**src/rtl/top_test_uart_pkg.sv**
```systemverilog
// top_test_uart_pkg: shared 8N1 frame constants and receiver state encoding
package top_test_uart_pkg;
  localparam int FRAME_BITS = 10;
  localparam int DATA_BITS = 8;
  localparam int OVERSAMPLE = 16;
  localparam int MID_SAMPLE = 8;
  typedef enum logic [1:0] {IDLE, START, DATA, STOP} rx_state_e;
endpackage

```
**src/rtl/top_test_uart_rx.sv**
```systemverilog
// uart_rx: 2-flop synchronizer and 16x-oversampled 8N1 receiver; UART_STOP_CHECK_EN drops frames with a bad stop bit
module uart_rx
  import top_test_uart_pkg::*;
(
  input  logic                  clk,
  input  logic                  rst_n,
  input  logic                  enable2,
  input  logic                  rx,
  output logic                  ff1_out,
  output logic                  ff2_out,
  output logic [DATA_BITS-1:0]  dout_byte,
  output logic                  dout_byte_rdy,
  output logic [FRAME_BITS-1:0] dout_byte_temp
);
  rx_state_e             state;
  logic [3:0]            tick_cnt;
  logic [3:0]            bit_cnt;
  logic [FRAME_BITS-1:0] shifted;
  logic                  stop_ok;
  always_comb shifted = {ff2_out, dout_byte_temp[FRAME_BITS-1:1]};
`ifdef UART_STOP_CHECK_EN
  always_comb stop_ok = ff2_out;
`else
  always_comb stop_ok = 1'b1;
`endif
  always_ff @(posedge clk or negedge rst_n)
    if (!rst_n) begin
      ff1_out <= 1'b1;
      ff2_out <= 1'b1;
    end else begin
      ff1_out <= rx;
      ff2_out <= ff1_out;
    end
  always_ff @(posedge clk or negedge rst_n)
    if (!rst_n) begin
      state          <= IDLE;
      tick_cnt       <= '0;
      bit_cnt        <= '0;
      dout_byte      <= '0;
      dout_byte_rdy  <= 1'b0;
      dout_byte_temp <= '0;
    end else begin
      dout_byte_rdy <= 1'b0;
      if (enable2)
        case (state)
          IDLE:
            if (!ff2_out) begin
              state    <= START;
              tick_cnt <= '0;
            end
          START:
            if (tick_cnt == 4'(MID_SAMPLE - 1)) begin
              state    <= ff2_out ? IDLE : DATA;
              tick_cnt <= '0;
              bit_cnt  <= '0;
              if (!ff2_out) dout_byte_temp <= shifted;
            end else tick_cnt <= tick_cnt + 4'd1;
          DATA:
            if (tick_cnt == 4'(OVERSAMPLE - 1)) begin
              tick_cnt       <= '0;
              bit_cnt        <= bit_cnt + 4'd1;
              dout_byte_temp <= shifted;
              if (bit_cnt == 4'(DATA_BITS - 1)) state <= STOP;
            end else tick_cnt <= tick_cnt + 4'd1;
          STOP:
            if (tick_cnt == 4'(OVERSAMPLE - 1)) begin
              state          <= IDLE;
              tick_cnt       <= '0;
              dout_byte_temp <= shifted;
              if (stop_ok) begin
                dout_byte     <= shifted[DATA_BITS:1];
                dout_byte_rdy <= 1'b1;
              end
            end else tick_cnt <= tick_cnt + 4'd1;
        endcase
    end
endmodule

```
**src/rtl/top_test_uart.sv**
```systemverilog
// top_test_uart: 8N1 transmitter looped back into uart_rx; UART_STOP_CHECK_EN enables stop-bit framing checks
module top_test_uart
  import top_test_uart_pkg::*;
(
  input  logic                  clk,
  input  logic                  rst_n,
  input  logic                  enable1,
  input  logic                  enable2,
  input  logic                  din_rdy,
  input  logic [DATA_BITS-1:0]  din_byte,
  output logic [DATA_BITS-1:0]  dout_byte,
  output logic                  ser_out,
  output logic                  dout_byte_rdy,
  output logic                  uart_ready,
  output logic                  ff1_out,
  output logic                  ff2_out,
  output logic [3:0]            shift_count,
  output logic [DATA_BITS:0]    data_buf,
  output logic [FRAME_BITS-1:0] dout_byte_temp
);
  always_ff @(posedge clk or negedge rst_n)
    if (!rst_n) begin
      ser_out     <= 1'b1;
      uart_ready  <= 1'b1;
      shift_count <= '0;
      data_buf    <= '1;
    end else if (din_rdy && uart_ready) begin
      data_buf    <= {din_byte, 1'b0};
      shift_count <= '0;
      uart_ready  <= 1'b0;
    end else if (enable1 && !uart_ready) begin
      ser_out     <= data_buf[0];
      data_buf    <= {1'b1, data_buf[DATA_BITS:1]};
      shift_count <= shift_count + 4'd1;
      uart_ready  <= shift_count == 4'(FRAME_BITS - 1);
    end
  uart_rx u_rx (
    .clk            (clk),
    .rst_n          (rst_n),
    .enable2        (enable2),
    .rx             (ser_out),
    .ff1_out        (ff1_out),
    .ff2_out        (ff2_out),
    .dout_byte      (dout_byte),
    .dout_byte_rdy  (dout_byte_rdy),
    .dout_byte_temp (dout_byte_temp)
  );
endmodule

```
**config.mk**
```make
export PLATFORM = sky130hd
export DESIGN_NAME = top_test_uart
export DESIGN_NICKNAME = d
export VERILOG_FILES = /design/src/rtl/top_test_uart_pkg.sv /design/src/rtl/top_test_uart_rx.sv /design/src/rtl/top_test_uart.sv
export SDC_FILE = /design/constraint.sdc
export NUM_CORES = 1
export LEC_CHECK = 0
export ABC_AREA = 1
export CAP_MARGIN = 20
export CORE_UTILIZATION = 50
export CTS_CLUSTER_SIZE = 30
export DETAILED_ROUTE_END_ITERATION = 12
export PLACE_DENSITY = 0.8
export RECOVER_POWER = 100
export SLEW_MARGIN = 10
export SYNTH_ARGS = -nofsm -noshare
export SYNTH_HDL_FRONTEND = slang
export SYNTH_SLANG_ARGS = --single-unit
```
**constraint.sdc**
```tcl
create_clock -name clk -period 1.9 [get_ports clk]
set_input_delay 0.57 -clock clk [delete_from_list [all_inputs] [get_ports clk]]
set_output_delay 0.57 -clock clk [all_outputs]
set_load 0.01 [all_outputs]
```
==> results.tsv, run 1 <==
metric	value	unit
critical-path-max-stage-delay	0.60	ns
cts_inserted_buffers	5	
crit_type	reg -> out	
finalNetCount	315	
gr-total-overflow	0	
rsz0062_at_grt	no	
p_leak	1.32	nW
syn-cell-area	2140	µm²
synth_top_area_share	38.5	%
crit_required	1.33	ns
die_area	4550	µm²
gp_congestion	0.814	
crit_fanout	2	
htreeDepth	2	
postCtsHoldBufs	0	
critPathArrivalTime	1.28	ns
grt_util_met3	4.90	%
grt_pass1_wl	7390	µm
diodes	0	
async_flop_share	100	%
grt_max_degree	30	
die_w	67.5	µm
grt_use_met2	35.8	%
wirelength	4350	µm
ioPinCount	49	
irDropWorstVdd	668	µV
coreArea	4060	µm²
synthTopCellsByCount	46 x nand2_1, 35 x inv_1, 33 x dfrtp_1	
crit_path_top_delay_cell	dlygate4sd3_1	
synth_cell_types	32	
drc	0	
yosys.area.top_type	dfrtp_1	
end_kind	primary output	
drive_gt1_share	8.50	%
status	finished, final reports clean	
max_slew_margin	37.3	%
synth_area_leaders	dfrtp_1 39%, dfstp_2 16%, nand2_1 8.1%	
syn_inst	232	
holdWs	0.375	ns
clock_sinks	46	
drtPass1Iterations	4	
finClkSkew	0.00487	ns
yosysSeqAreaShare	54.4	%
layout_min_cycle_time	1.85	ns
drv_slew	0	
setup-violations-final	0	
synth.ff_latch_count	46	
clkTransAtPathRegs	0.09	ns
dominantRegCellSynth	dfrtp_1	
tritoncts	done	
hp-class	reg -> reg	
synth.most_common_cell	nand2_1	
cts-root-buf	clkbuf_8	
period_share	97.5	%
cp_top_family	buffers and inverters	
grtUsageMet1	27.7	%
grt_antenna_before_repair	0	
io_buffers	48	
vias	1717	
tightest_slew	0.941	ns
first_iter_violations	83	
start_kind	register	
gr-max-usage-layer	met2	
path_buf_inv	1	
ant_nets	0	
via_per_inst	4.99	
clockBufferDepth	2	
placementRows	23	
hold_viol_final	0	
maxCapViolCount	0	
area_growth	29.8	%
cellPowerDensity	1390	nW/µm²
hpwlAfterDp	3320	µm
finalSetupTns	0	ns
grtUsageTotal	21.8	%
insertion_delay	0.30	ns
ys_warn_count	0	
syn_area_per_cell	9.24	µm²
post-route-util	68.6	%
start_util	52.9	%
crit_chain	dlygate4sd3_1	
max_freq	540	MHz
die_y	67.5	µm
synth_nets	254	
wl_per_cell	12.6	µm
synth_edf_count	0	
grt_pass1_vias	1689	
layout by cell type (no fill, tap or decap), drive strengths merged, types with 3 or more instances in the layout:
master         instances
o22ai                  3
buf                    6
clkdlybuf4s50         25
dfrtp                 33
ha                     9
nor2                  20
dlygate4sd2           13
inv                   36
clkbuf                10
nand2                 49
dfstp                 13
a21oi                 12
dlygate4sd3            9
o21ai                 26
nand3                 12
report_power, final:
| group | internal, mW | switching, mW | total, mW | leakage, nW |
|---|---|---|---|---|
| Clock | 0.387 | 0.332 | 0.719 | 0.0579 |
| Combinational | 0.703 | 0.827 | 1.53 | 0.705 |
| Sequential | 1.35 | 0.272 | 1.62 | 0.553 |
sequential cells by signal (all words and copies together) (netlist names), named ones only:
signal and flops:
u_rx.ff1_out 1, u_rx.bit_cnt 4, uart_ready 1, ser_out 1, u_rx.dout_byte 8, u_rx.dout_byte_temp 10, u_rx.state 1, shift_count 4
data_buf 9, u_rx.tick_cnt 4, u_rx.ff2_out 1, u_rx.dout_byte_rdy 1
timing repair:
action | CTS | global route
buffers inserted | 0 | 1
gates cloned | 0 | 0
endpoints found under the setup margin | 13 | 2
gates resized for setup | 13 | 1
through the flow:
stage / worst slack [ns] / power (mW) / instance area [µm²] / cells
3_3_place_gp: 0.0912 / 3.27 / 2740 / 335
3_5_place_dp: 0.0458 / 3.33 / 2740 / 335
5_1_grt: 0.00580 / 4.18 / 2780 / 344
4_1_cts: 0.0160 / 3.97 / 2830 / 343
2_1_floorplan: 0.398 / 2.54 / 2140 / 232
6_report: 0.0477 / 3.87 / 2780 / 344
per-layer routing:
metal	up-vias	wire [µm]	part of all wire (%)
li1	869	-	-
met1	801	1960	45
met2	45	2170	50
met3	2	186	4.3
met4	0	29	0.67
met5	-	0	0
area by class of cell:
| class | instances | area [µm²] |
|---|---|---|
| fillers | 349 | 1270 |
| flip-flops and latches | 46 | 1170 |
| multi-input cells | 146 | 779 |
| repair buffers | 58 | 529 |
| inverters | 36 | 135 |
| clock buffers | 5 | 68.8 |
| well taps | 50 | 62.6 |
| clock inverters | 3 | 40.0 |
logic make-up after synthesis:
kind of cell / Yosys count / synth area share (%)
and+or+nand+nor: 85 / 17.9
buffers and inverters: 40 / 8.11
xor gates and xnor gates: 3 / 1.23
DFF: 46 / 54.4
AOI/OAI and AO/OA: 49 / 13.1
adders and majority gates: 9 / 5.25
final timing paths:
path / to / from / depth (start not counted) / slack (ns)
max: dout_byte[3] / u_rx.dout_byte[3] / 1 / 0.05
min: u_rx.ff2_out / u_rx.ff1_out / 0 / 0.37
max reg2reg: u_rx.dout_byte_temp[5] / u_rx.state[0] / 9 / 0.18
min reg2reg: u_rx.ff2_out / u_rx.ff1_out / 0 / 0.37
max in group asynchronous: shift_count[2] / rst_n / 2 / 0.32
min in group asynchronous: u_rx.tick_cnt[2] / rst_n / 1 / 0.38
Note: power is estimated with default switching activity, not from simulation.
==> inputs of run 2 (changes only) <==
- CTS_BUF_LIST: default -> sky130_fd_sc_hd__clkbuf_8
- PLACE_DENSITY: 0.8 -> 0.91
- SLEW_MARGIN: 10 -> 30
==> run 2 against run 1 <==
Effect of this change: global-route usage is 0.29 points higher; worst setup slack worse by 0.0033 ns; non-clock buffer count is 1 lower; clock skew is 0.0026 ns higher; routed wire length is 6.1% higher; critical endpoint is now dout_byte_temp[9]; largest cell class unchanged; largest power group unchanged; highest routed layer unchanged.
==> results.tsv, run 2 (same netlist as run 1, synthesis figures left out) <==
metric	value	unit	change
status	finished, final reports clean		
htreeDepth	2		unchanged
fillers	319		-8.6%
end_kind	primary output		
finalSetupTns	0	ns	unchanged
insertion_delay	0.29	ns	about the same
min_from	u_rx.ff1_out		
layout_min_cycle_time	1.86	ns	+0.00334 ns
ant_nets	0		unchanged
wirelength	4610	µm	+6.1%
irDropWorstVdd	832	µV	+24%
die_area	4550	µm²	unchanged
crit_type	reg -> out		
crit_chain	clkdlybuf4s50_1		
hpwlAfterDp	3360	µm	+1.2%
layoutNonFillerInstCount	343		-0.29%
crit_path_top_delay_cell	clkdlybuf4s50_1		
grtUsageTotal	22.1	%	+0.29 points
tightest_slew	1.12	ns	+0.175 ns
tritoncts	done		
crit_required	1.33	ns	about the same
finClkSkew	0.00750	ns	+0.00263 ns
cp_top_family	buffers and inverters		
ioPinCount	49		unchanged
via_per_inst	5.17		+3.5%
power.total	3.89	mW	+0.49%
drive_gt1_share	9.90	%	+1.4 points
period_share	97.7	%	+0.18 points
wl_per_cell	13.4	µm	+6.4%
grt_max_degree	47		+57%
stdcell_area	2790	µm²	about the same
cts-root-buf	clkbuf_8		
die_y	67.5	µm	unchanged
drv_slew	0		unchanged
reg.largest.list	u_rx.dout_byte_temp: 10 flops, data_buf: 9 flops, u_rx.dout_byte: 8 flops		
finalNetCount	314		-0.32%
placed_area	2740	µm²	unchanged
max_slew_margin	25.6	%	-12 points
grt_antenna_before_repair	0		unchanged
die_w	67.5	µm	unchanged
holdPathStages	0		unchanged
grt_pass1_vias	1754		+3.8%
setup-violations-final	0		unchanged
most-common-layout-cells	46 x nand2_1, 36 x inv_1, 32 x dfrtp_1		
start_util	52.9	%	unchanged
rr_startpoint	u_rx.state[0]		
critical-path-max-stage-delay	0.57	ns	-0.03 ns
vias	1772		+3.2%
p_leak	1.31	nW	-0.12%
cellPowerDensity	1400	nW/µm²	+0.44%
crit_fanout	4		+2
max_freq	539	MHz	-0.18%
start_kind	register		
holdPathEnd	u_rx.ff2_out		
rsz0062_at_grt	no		
drc	0		unchanged
top_register	u_rx.dout_byte_temp		
diodes	0		unchanged
io_buffers	48		unchanged
timing.rr.end	u_rx.bit_cnt[1]		
area_growth	29.9	%	about the same
hp-class	reg -> reg		
gr-total-overflow	0		unchanged
grt_pass1_wl	7500	µm	+1.5%
path_buf_inv	1		unchanged
critPathArrivalTime	1.29	ns	about the same
clkTransAtPathRegs	0.09	ns	about the same
r2r_slack	0.13	ns	-0.05 ns
gp_congestion	0.791		-2.8%
drtPass1Iterations	4		unchanged
mostFrequentLayoutCell	nand2_1		
hold_viol_final	0		unchanged
maxCapViolCount	0		unchanged
reg2regPathDepth	8		-1
largest_reg_flops	10		unchanged
clockBufferDepth	2		unchanged
clock_sinks	46		unchanged
postCtsHoldBufs	0		unchanged
coreArea	4060	µm²	unchanged
first_iter_violations	123		+48%
dp.cells	335		unchanged
cts_inserted_buffers	5		unchanged
placementRows	23		unchanged
run 2: layout make-up:
cell class | instances | area, µm² | share of cell area (%)
clock inverter | 3 | 41.3 | 1.48
tap | 50 | 62.6 | 2.25
timing repair buffer | 57 | 527 | 18.9
clock buffer | 5 | 68.8 | 2.47
inverter | 36 | 135 | 4.85
multi-input combinational | 146 | 782 | 28.1
sequential | 46 | 1170 | 42.0
run 2: what timing repair did:
action | 4_1_cts | 5_1_grt
gates resized for setup | 13 | 1
endpoints found under the setup margin | 13 | 1
endpoints found under the hold margin | 0 | 0
setup buffers | 0 | 0
run 2: power by group:
group	internal (mW)	switching, mW
sequential	1.36	0.278
combinational	0.698	0.847
clock	0.387	0.324
total	2.44	1.45
run 2: worst max-delay path by stage:
stage / from / endpoint / slack (ns) / depth (start not counted)
floorplan: u_rx.state[0] / u_rx.dout_byte_temp[8] / 0.40 / 9
global placement: enable2 / u_rx.dout_byte_temp[7] / 0.02 / 7
detailed placement: enable2 / u_rx.dout_byte_temp[2] / -0.004 / 7
CTS: shift_count[0] / shift_count[0] / 0.02 / 1
global route: u_rx.dout_byte_temp[9] / dout_byte_temp[9] / 0.0005 / 1
finish: u_rx.dout_byte_temp[9] / dout_byte_temp[9] / 0.04 / 1
run 2: per-stage QoR:
| stage | util (%) | setup slack [ns] | hold WS, ns |
|---|---|---|---|
| after floorplan | - | 0.398 | 0.274 |
| after global placement | 67.4 | 0.0229 | 0.356 |
| after detailed placement | 67.4 | -0.00444 | 0.358 |
| after CTS | 69.8 | 0.0227 | 0.248 |
| after global routing | 68.6 | 0.000482 | 0.380 |
| final | 68.6 | 0.0444 | 0.372 |
run 2: per-layer routing:
layer  vias up  share of wire, %  GRT usage (%)
li1        866                 -              -
met1       846                43           27.1
met2        54                52           37.6
met3         6               4.1           4.39
met4         0               1.2           9.31
met5         -                 0              0
==> inputs of run 3 (changes only) <==
- PLACE_DENSITY: 0.91 -> 0.8
==> results of run 3 <==
Final layout, timing and power as in run 1 (identical DEF).
